[src/rtl/rr_output_arbiter.sv]
// Round-robin output-port arbiter.
// Inputs whose next-hop address matches PORT_ID compete for one router output.
// The chosen input keeps the grant until its tail flit is accepted downstream.
// After that tail, priority rotates to the input that follows the one just served.
module rr_output_arbiter #(
    parameter int NUM_PORTS = 5,
    parameter int ADDR_W    = 3,
    parameter int PORT_ID   = 4,
    parameter int SELF_IDX  = 4,
    parameter int IDX_W     = $clog2(NUM_PORTS)
) (
    input  logic                        clk,
    input  logic                        reset,
    input  logic [NUM_PORTS-1:0]        req_valid_i,
    input  logic [NUM_PORTS*ADDR_W-1:0] req_nexthop_i,
    input  logic [NUM_PORTS-1:0]        req_tail_i,
    input  logic                        out_ready_i,
    output logic [NUM_PORTS-1:0]        grant_o,
    output logic [IDX_W-1:0]            grant_idx_o,
    output logic                        grant_valid_o,
    output logic                        xfer_o,
    output logic [IDX_W-1:0]            ptr_o
);

    typedef enum logic {
        IDLE   = 1'b0,
        LOCKED = 1'b1
    } state_t;

    state_t           state_reg, state_next;
    logic [IDX_W-1:0] gidx_reg, gidx_next;
    logic [IDX_W-1:0] ptr_reg, ptr_next;

    logic [NUM_PORTS-1:0] elig;
    logic                 pick_found;
    logic [IDX_W-1:0]     pick_idx;
    logic [IDX_W-1:0]     cand_idx;
    int                   cand;

    // A request is eligible when it is valid, heads for this output, and is not a U-turn.
    // A SELF_IDX outside 0..NUM_PORTS-1 matches no input, so no input is excluded.
    genvar gi;
    generate
        for (gi = 0; gi < NUM_PORTS; gi++) begin : g_elig
            localparam bit IS_SELF = (gi == SELF_IDX);
            assign elig[gi] = req_valid_i[gi]
                            && (req_nexthop_i[gi*ADDR_W +: ADDR_W] == ADDR_W'(PORT_ID))
                            && !IS_SELF;
        end
    endgenerate

    // Find the first eligible input, starting at ptr and wrapping around modulo NUM_PORTS.
    // Only the registered ptr and the current inputs feed this search.
    always_comb begin
        pick_found = 1'b0;
        pick_idx   = '0;
        cand       = 0;
        cand_idx   = '0;
        for (int off = 0; off < NUM_PORTS; off++) begin
            cand = int'(ptr_reg) + off;
            if (cand >= NUM_PORTS) begin
                cand = cand - NUM_PORTS;
            end
            cand_idx = IDX_W'(cand);
            if (!pick_found && elig[cand_idx]) begin
                pick_found = 1'b1;
                pick_idx   = cand_idx;
            end
        end
    end

    // State register. Reset is asynchronous and abandons any packet in flight.
    always_ff @(posedge clk or negedge reset) begin
        if (!reset) begin
            state_reg <= IDLE;
            gidx_reg  <= '0;
            ptr_reg   <= '0;
        end else begin
            state_reg <= state_next;
            gidx_reg  <= gidx_next;
            ptr_reg   <= ptr_next;
        end
    end

    // Next state: grant from IDLE; leave LOCKED only when the tail flit is accepted.
    // The pointer moves only on that tail handshake, never when a grant is issued.
    always_comb begin
        state_next = state_reg;
        gidx_next  = gidx_reg;
        ptr_next   = ptr_reg;
        case (state_reg)
            IDLE: begin
                if (pick_found) begin
                    state_next = LOCKED;
                    gidx_next  = pick_idx;
                end
            end
            LOCKED: begin
                if (xfer_o && req_tail_i[gidx_reg]) begin
                    state_next = IDLE;
                    gidx_next  = '0;
                    ptr_next   = (gidx_reg == IDX_W'(NUM_PORTS - 1)) ? '0
                                                                     : gidx_reg + IDX_W'(1);
                end
            end
            default: begin
                state_next = IDLE;
                gidx_next  = '0;
            end
        endcase
    end

    // Outputs: decode the held grant and form the flit handshake.
    always_comb begin
        grant_o       = '0;
        grant_idx_o   = '0;
        grant_valid_o = 1'b0;
        xfer_o        = 1'b0;
        if (state_reg == LOCKED) begin
            grant_o[gidx_reg] = 1'b1;
            grant_idx_o       = gidx_reg;
            grant_valid_o     = 1'b1;
            xfer_o            = req_valid_i[gidx_reg] & out_ready_i;
        end
    end

    assign ptr_o = ptr_reg;

endmodule

[config.mk]
export PLATFORM = sky130hd
export DESIGN_NAME = rr_output_arbiter
export DESIGN_NICKNAME = d
export VERILOG_FILES = /design/src/rtl/rr_output_arbiter.sv
export SDC_FILE = /design/constraint.sdc
export NUM_CORES = 1
export LEC_CHECK = 0
export CORE_AREA = 2 2 45 77
export DETAILED_ROUTE_END_ITERATION = 6
export DIE_AREA = 0 0 47 79
export HOLD_SLACK_MARGIN = 0.03
export PLACE_DENSITY = 0.79
export SYNTH_ARGS = -nofsm -noshare
export SYNTH_HDL_FRONTEND = slang
export SYNTH_SLANG_ARGS = --single-unit
[constraint.sdc]
create_clock -name clk -period 3.3 [get_ports clk]
set_input_delay 0.66 -clock clk [delete_from_list [all_inputs] [get_ports clk]]
set_output_delay 0.66 -clock clk [all_outputs]
set_load 0.02 [all_outputs]
==> results of run 1 <==
==> cell usage after synthesis (all sizes together) (4+ instances only) <==
cell / instances
nand4bb: 4
ha: 10
dfrtp: 7
buf: 5
inv: 13
nand2b: 7
and2: 5
a21oi: 13
nor3: 14
o21ai: 15
and3: 4
nand2: 15
a211oi: 4
mux2i: 9
nor2: 18
==> cells by family after synthesis <==
family / after synthesis
AO/OA/AOI/OAI: 56
AND/OR/NAND/NOR: 84
multiplexers: 10
flip-flops: 7
XOR/XNOR: 1
adder cells (fa/ha/maj): 11
buffers and inverters: 21
==> placed cells by master, fill, tap and decap left out, types with 4 or more instances in the layout <==
cell	count
sky130_fd_sc_hd__mux2i_1	9
sky130_fd_sc_hd__inv_1	12
sky130_fd_sc_hd__nor3_1	13
sky130_fd_sc_hd__nand4bb_1	4
sky130_fd_sc_hd__clkdlybuf4s50_1	37
sky130_fd_sc_hd__nand2_1	15
sky130_fd_sc_hd__ha_1	10
sky130_fd_sc_hd__nand2b_1	7
sky130_fd_sc_hd__a21oi_1	12
sky130_fd_sc_hd__o21ai_0	10
sky130_fd_sc_hd__and2_1	5
sky130_fd_sc_hd__o21ai_1	4
sky130_fd_sc_hd__dfrtp_1	7
sky130_fd_sc_hd__buf_4	8
sky130_fd_sc_hd__and3_1	4
sky130_fd_sc_hd__nor2_1	17
==> path summary, 6_finish.rpt <==
| path | slack, ns | startpoint | endpoint |
|---|---|---|---|
| max | 0.36 | req_valid_i[3] | xfer_o |
| max in group asynchronous | 2.38 | reset | ptr_o[2]$_DFFE_PN0P_ |
| min in group asynchronous | 0.69 | reset | gidx_reg[2]$_DFFE_PN0P_ |
| min reg2reg | 0.66 | ptr_o[0]$_DFFE_PN0P_ | ptr_o[0]$_DFFE_PN0P_ |
| min | 0.66 | ptr_o[0]$_DFFE_PN0P_ | ptr_o[0]$_DFFE_PN0P_ |
| max reg2reg | 0.44 | ptr_o[1]$_DFFE_PN0P_ | gidx_reg[0]$_DFFE_PN0P_ |
==> final cells by class <==
type / instances / area (sq um)
well taps: 43 / 53.8
clock buffers: 4 / 45.0
repair buffers: 45 / 430
inverters: 13 / 48.8
flip-flops and latches: 7 / 175
multi-input cells: 162 / 1180
fillers: 304 / 1170
==> stage by stage <==
| step | hold WS, ns | power (W) |
|---|---|---|
| 2_1_floorplan | 0.364 | 0.00138 |
| 3_3_place_gp | 0.644 | 0.00177 |
| 3_5_place_dp | 0.670 | 0.00179 |
| 4_1_cts | 0.670 | 0.00192 |
| 5_1_grt | 0.707 | 0.00211 |
| 6_report | 0.662 | 0.00192 |
==> power by group through the flow <==
stage / clock network (W) / logic (W) / registers [W]
2_1_floorplan: 0 / 0.00119 / 0.000192
3_3_place_gp: 0 / 0.00158 / 0.000188
3_5_place_dp: 0 / 0.00161 / 0.000188
4_1_cts: 0.000118 / 0.00161 / 0.000188
5_1_grt: 0.000125 / 0.00178 / 0.000197
6_report: 0.000117 / 0.00162 / 0.000188
==> per-layer routing <==
metal	GRT usage, %	wire, um	vias up
met5	0	0	-
met4	11.7	174	0
met3	0.227	70	14
met2	43.8	2300	38
met1	22.7	1440	727
li1	-	-	784
==> critical path: stages <==
cell and delay, ns:
sky130_fd_sc_hd__clkdlybuf4s50_1 0.51, sky130_fd_sc_hd__mux2i_1 0.08, sky130_fd_sc_hd__o21ai_0 0.14, sky130_fd_sc_hd__o21ai_1 0.14
sky130_fd_sc_hd__nor2_1 0.12, sky130_fd_sc_hd__clkdlybuf4s50_1 0.62
==> results.md, run 1 <==
- The flow ran to the end, and the final reports show no timing, DRC or antenna violations.
- In this run, flip-flops and latches consume 9.8% of the power.
- The dominant combinational cell family by area after synthesis is simple AND/OR/NAND/NOR gates.
- TritonCTS built the clock tree.
- The average footprint of a synthesized cell is about 7.6 sq um.
- The number of search-and-repair iterations in the first detailed-routing pass is 6.
- The die covers 3710 sq um.
- The share of synthesized area occupied by flip-flops and latches is between 10% and 20%.
- The cell type with the highest aggregate area in the netlist is sky130_fd_sc_hd__dfrtp_1.
- IR analysis of the VDD net gives a maximum drop of 0.000788 V.
- The depth of the most critical reg-to-reg path is 12.
- The category of the worst setup path launch point is an input port.
- In the routed layout, each cell is associated on average with a via count of 5.70.
- The cell total after placement is between 200 and 300.
- The analysis attributes to cell leakage a power of 0.810 nW.
- OpenSTA, run right after detailed placement, puts the worst setup slack at 0.343 ns.
- The worst hold path stage count is 2.
- The initial utilization of the core area, before any placement, comes to 46.6%.
- The total routing resource utilization after global routing is between 20 and 25%.
- Synthesis instantiated a little under 60 different standard cells from the library.
- Buffers placed on the I/O ports in this run total 37.
- The share of total power dissipated in the clock network is 6.1%.
- The pin slew with the least headroom to its limit is between 0.4 and 0.5 ns.
- The post-place instance area is 1890 sq um.
- For this design the ratio of total power to cell area is just under 1000 nW/um^2.
- The count of instances resized after the clock tree is built is 0.
- The first-pass GRT wire length is 6.50 mm.
- The final hold violation count came to 0.
- Summing the areas of all compound-gate instances in the mapped netlist gives 28.8% of the synthesized area.
- The critical path is of the in2out type.
- Clock-pin slew was measured on the worst setup and hold paths at 0.04 ns.
- The synthesized design devotes to its leading area cell type 12.1% of total area.
- Setup repair after global routing left no endpoint under its margin.
- The proportion of power drawn by combinational gates is between 80 and 90%.
- In this run, synthesis inferred 0 flip-flops with an integrated enable.
- After synthesis the netlist holds a flip-flop and latch count of 7.
- The number of buffers on the longest clock path is 2.
- The average wire per cell in the routed design is ~15 um.
- The core region is 3110 sq um.
- The top-level port count is just over 40.
- Summing all non-filler instances in the final layout gives an area of between 1500 and 2000 sq um.
- For this block, the initial DRC count from the detailed router was 10.
- Clock latency on the worst-skew pair, taken at its later pin, is 0.22 ns.
- In the routed design, unresolved DRC markers number 0.
- The internal power of the cells totals 0.000895 W.
- The antenna diode instance count is 0.
- The post-CTS setup-driven buffer insertion count is 0.
- Of the total synthesized cell area, the portion taken by AND, OR, NAND and NOR gates is approximately a third.
- The clock period minus final worst setup slack is 2.94 ns.
- The global placer's final weighted congestion is roughly 0.9.
- The post-route clock period utilization is 89.2%.
- The synthesized-area fraction occupied by adder cells is about 10%.
- The max-capacitance violation count is 0.
- The number of max-slew violations in the final report is 0.
- The path class of the tightest hold or removal check is reg2reg.
- For this run, the share of the core covered by cells in the final layout is around 62%.
- The dominant register cell in the synthesized netlist is sky130_fd_sc_hd__dfrtp_1.
- The synthesized netlist devotes 0.604% of its cell area to XOR and XNOR gates.
- For this run, the number of Yosys warnings is 0.
- The final instance count without filler cells is 274.
- The summed instance area of the synthesized netlist is about 1400 sq um.
- The post-detailed-placement half-perimeter wirelength is 3.32 mm.
- In this run the core area contains 27 standard-cell rows.
- Setup violations remaining at the end of the flow were counted as 0.
- The vertical die dimension is approximately 79 um.
- The via count of the first global-routing pass is 1549.
- The count of nets left with antenna violations once routing finished came out at 0.
- By area the synthesized netlist is led by sky130_fd_sc_hd__dfrtp_1, sky130_fd_sc_hd__ha_1, sky130_fd_sc_hd__mux2i_1.
- The count of hold buffers inserted by post-cts repair is 0.
- The arrival time at the worst endpoint is 2.28 ns.
- The clock arrives with 0.000317 ns of skew.
- The H-tree depth reported by CTS is 1.
- Counting every instance in the synthesized netlist gives 190.
- The fraction of registers with async set/reset is 100%.
- Measured against the total synthesized area, the mux share comes to under 10%.
- In this run the clock root is driven by a sky130_fd_sc_hd__clkbuf_8.
- Global routing finished with a remaining overflow of 0.
- The peak clock frequency supported by timing is 340 MHz.
- Entering global routing, the biggest net connects 27 pins.
- In this run the power spent charging and discharging nets is 0.00103 W.
- The final routed wirelength across all metal layers is 3.98 mm.
- At the worst endpoint, the required time is approximately 2.6 ns.
- Relative to the synthesized area, the layout overhead comes to 33.4%.
- For the final routed database, the setup TNS stands at 0 ns.
- Along the worst path, the maximum fanout reaches 3.
- The switching part of the total is between 50 and 60%.
- Measured along the x axis, the die boundary spans around 47 um.
- The setup slack of the critical path after layout is between 0.3 and 0.4 ns.
- The number of buffers created by CTS is 3.
- In the final design database the tool counted ~270 nets.
- The number of nets produced by synthesis is 229.
- The fraction of final layout cells with drive strength greater than 1 is 10.8%.
- Across all layers, the routed design uses 1563 vias.
- The worst setup path is captured at a primary output.
- The initial antenna violation count came to 0.
- The number of sinks handled by clock tree synthesis is 7.
- Measured against its own limit, the worst slew margin works out to 70.7%.
Note: power is estimated with default switching activity, not from simulation.
==> run 2, diff against run 1 <==
Settings changed: GPL_TIMING_DRIVEN from default to 0.
Clock period 3.3 ns to 3.1 ns, I/O delays scaled along.
==> results.md, run 2 (synthesized netlist as in run 1, its figures left out) <==
- The count of endpoints failing setup in the final report came to 0 (unchanged).
- The pin slew with the least headroom to its limit is 0.468 ns (+0.0327 ns).
- The number of vias per cell came to 5.97 (+4.7%).
- The core footprint is 3110 sq um (unchanged).
- The most common cell after layout, fill and taps aside is sky130_fd_sc_hd__clkdlybuf4s50_1.
- The final instance count without filler cells came to 276 (+0.73%).
- The top fanout value on the critical path is 9 (+6).
- The quantity of I/O buffers inserted on ports is 37 (unchanged).
- The number of search-and-repair iterations in the first detailed-routing pass was 5 (-1).
- The DRC violation count after routing came to 0 (unchanged).
- The top-level port count is 41 (unchanged).
- The power density normalized to cell area was 1090 nW/um^2 (+10%).
- The number of sinks handled by clock tree synthesis is 7 (unchanged).
- The post-detailed-placement half-perimeter wirelength is 3.59 mm (+8.0%).
- The final routed wirelength across all metal layers came to 4.35 mm (+9.2%).
- The CTS tree is yes.
- The area enclosed by the die boundary is 3710 sq um (unchanged).
- The peak clock frequency supported by timing is 341 MHz.
- The arrival time at the worst endpoint is 3.01 ns (+0.73 ns).
- The clock transition at the register clock pins on the worst setup and hold paths after CTS is 0.04 ns (about the same).
- The worst-skew pair later-pin latency was 0.22 ns (about the same).
- The final hold violation count was 0 (unchanged).
- The global placer's final weighted congestion is 0.892 (-1.8%).
- The count of hold buffers inserted by post-cts repair is 0 (unchanged).
- The number of buffers on the longest clock path was 2 (unchanged).
- The vias after detailed routing was 1648 (+5.4%).
- The synthesis-to-finish area growth is 35.1%.
- The leakage power of the design was 0.809 nW (-0.18%).
- The peak ir drop on the vdd network is 0.000793 V (+0.65%).
- STA classifies the critical path endpoint as a flip-flop.
- The total routing resource utilization after global routing is 23.9% (+1.0 points).
- The root buffer cell is sky130_fd_sc_hd__clkbuf_8.
- The number of max-slew violations in the final report is 0 (unchanged).
- The max-capacitance violation count is 0 (unchanged).
- The x dimension of the die is 47 um (unchanged).
- The clock period minus final worst setup slack is 2.94 ns.
- The via count of the first global-routing pass is 1556 (+0.45%).
- The initial antenna violation count is 0 (unchanged).
- Of the available clock period, the critical path in the final layout requires 94.7%.
- The critical path is of the reg2reg type.
- The required time of the critical path is 3.17 ns (+0.53 ns).
- The count of routing violations after the opening detailed-route iteration came to 32 (+22).
- The first-pass GRT wire length is 6.75 mm (+3.8%).
- The fraction of final layout cells with drive strength greater than 1 was 12.0% (+1.2 points).
- The pin count of the biggest net entering global routing is 12 (-56%).
- The H-tree depth reported by CTS came to 1 (unchanged).
- The post-detailed-route count of antenna-violating nets was 0 (unchanged).
- The initial cell density of the core came to 46.6% (unchanged).
- The relative slew slack is 68.3% (-2.4 points).
- The vertical die dimension is 79 um (unchanged).
- The antenna diode instance count is 0 (unchanged).
- The minimum hold slack was 0.657 ns (-0.00455 ns).
- The worst hold path belongs to the class in2async.
- The largest clock skew in the final design is 0.00342 ns (+0.00311 ns).
- The overall overflow remaining after global route was 0 (unchanged).
- The cell total after placement came to 270 (unchanged).
- The average wire per cell in the routed design is 15.8 um (+8.4%).
- The total number of placement rows came to 27 (unchanged).
- In the layout the commonest cells are sky130_fd_sc_hd__clkdlybuf4s50_1, sky130_fd_sc_hd__nor2_1, sky130_fd_sc_hd__nand2_1.
- The number of nets in the layout is 273 (+0.74%).
- The number of buffers created by CTS is 3 (unchanged).
- The worst setup path is launched from a flip-flop.
- The flow ran to the end, and the final reports show no timing, DRC or antenna violations.
run 2: cell types whose count changed in the layout (fill, tap and decap cells not counted), moves of 2 or more:
cell	delta
sky130_fd_sc_hd__a21oi_1	-2
sky130_fd_sc_hd__a21oi_2	+2
sky130_fd_sc_hd__buf_2	+3
sky130_fd_sc_hd__buf_4	-5
sky130_fd_sc_hd__clkbuf_1	+3
sky130_fd_sc_hd__dfrtp_1	-2
sky130_fd_sc_hd__dfrtp_2	+2
run 2: power breakdown:
group          internal [W]  switching (W)
combinational      0.000760        0.00107
sequential         0.000130      0.0000531
clock             0.0000887      0.0000367
total              0.000979        0.00116
run 2: critical path: stages (launching register included):
cell and delay (ns):
sky130_fd_sc_hd__dfrtp_2 0.47, sky130_fd_sc_hd__inv_4 0.14, sky130_fd_sc_hd__ha_1 0.20, sky130_fd_sc_hd__inv_1 0.06
sky130_fd_sc_hd__fa_1 0.39, sky130_fd_sc_hd__inv_1 0.10, sky130_fd_sc_hd__a21oi_1 0.10, sky130_fd_sc_hd__or2_1 0.29
sky130_fd_sc_hd__a211oi_4 0.35, sky130_fd_sc_hd__nor2_1 0.12, sky130_fd_sc_hd__nor4b_1 0.17, sky130_fd_sc_hd__o31ai_1 0.23
sky130_fd_sc_hd__a31oi_1 0.15
run 2: final timing paths:
kind                                    startpoint                 endpoint  slack, ns  cells past startpoint
max in group asynchronous                    reset     ptr_o[1]$_DFFE_PN0P_       2.18                      1
setup reg to reg              ptr_o[0]$_DFFE_PN0P_  gidx_reg[0]$_DFFE_PN0P_       0.16                     12
min in group clk           gidx_reg[0]$_DFFE_PN0P_     ptr_o[0]$_DFFE_PN0P_       0.76                      4
setup / recovery              ptr_o[0]$_DFFE_PN0P_  gidx_reg[0]$_DFFE_PN0P_       0.16                     12
hold reg to reg            gidx_reg[0]$_DFFE_PN0P_     ptr_o[0]$_DFFE_PN0P_       0.76                      4
hold / removal                               reset      state_reg$_DFF_PN0_       0.66                      1
run 2: layer usage:
metal / vias to the layer above / global-route usage, % / wire (um)
met3: 22 / 0.455 / 123
met4: 0 / 13.1 / 244
li1: 787 / - / -
met5: - / 0 / 0
met1: 774 / 22.7 / 1490
met2: 65 / 46.3 / 2490
run 2: area by class of cell:
class	instances	area, sq um
Multi-Input combinational cell	162	1200
Fill cell	309	1150
Timing Repair Buffer	39	385
Sequential cell	7	178
Tap cell	43	53.8
Inverter	13	51.3
Clock buffer	4	45.0
Buffer	8	45.0
run 2: repair_timing:
action,CTS,global route
gates resized for setup,1,5
setup buffers,0,2
setup endpoints to repair,2,2
run 2: stage by stage:
| step | setup TNS [ns] | instance area (sq um) | utilization (%) | worst slack (ns) | power (W) |
|---|---|---|---|---|---|
| after floorplan | 0 | 1450 | - | 0.324 | 0.00147 |
| after global placement | -0.0345 | 1870 | 60.3 | -0.0196 | 0.00190 |
| after detailed placement | -0.213 | 1870 | 60.3 | -0.115 | 0.00194 |
| after CTS | 0 | 1920 | 61.8 | 0.0340 | 0.00208 |
| after global routing | -0.0175 | 1960 | 63.0 | -0.0175 | 0.00232 |
| final | 0 | 1960 | 63.0 | 0.165 | 0.00214 |
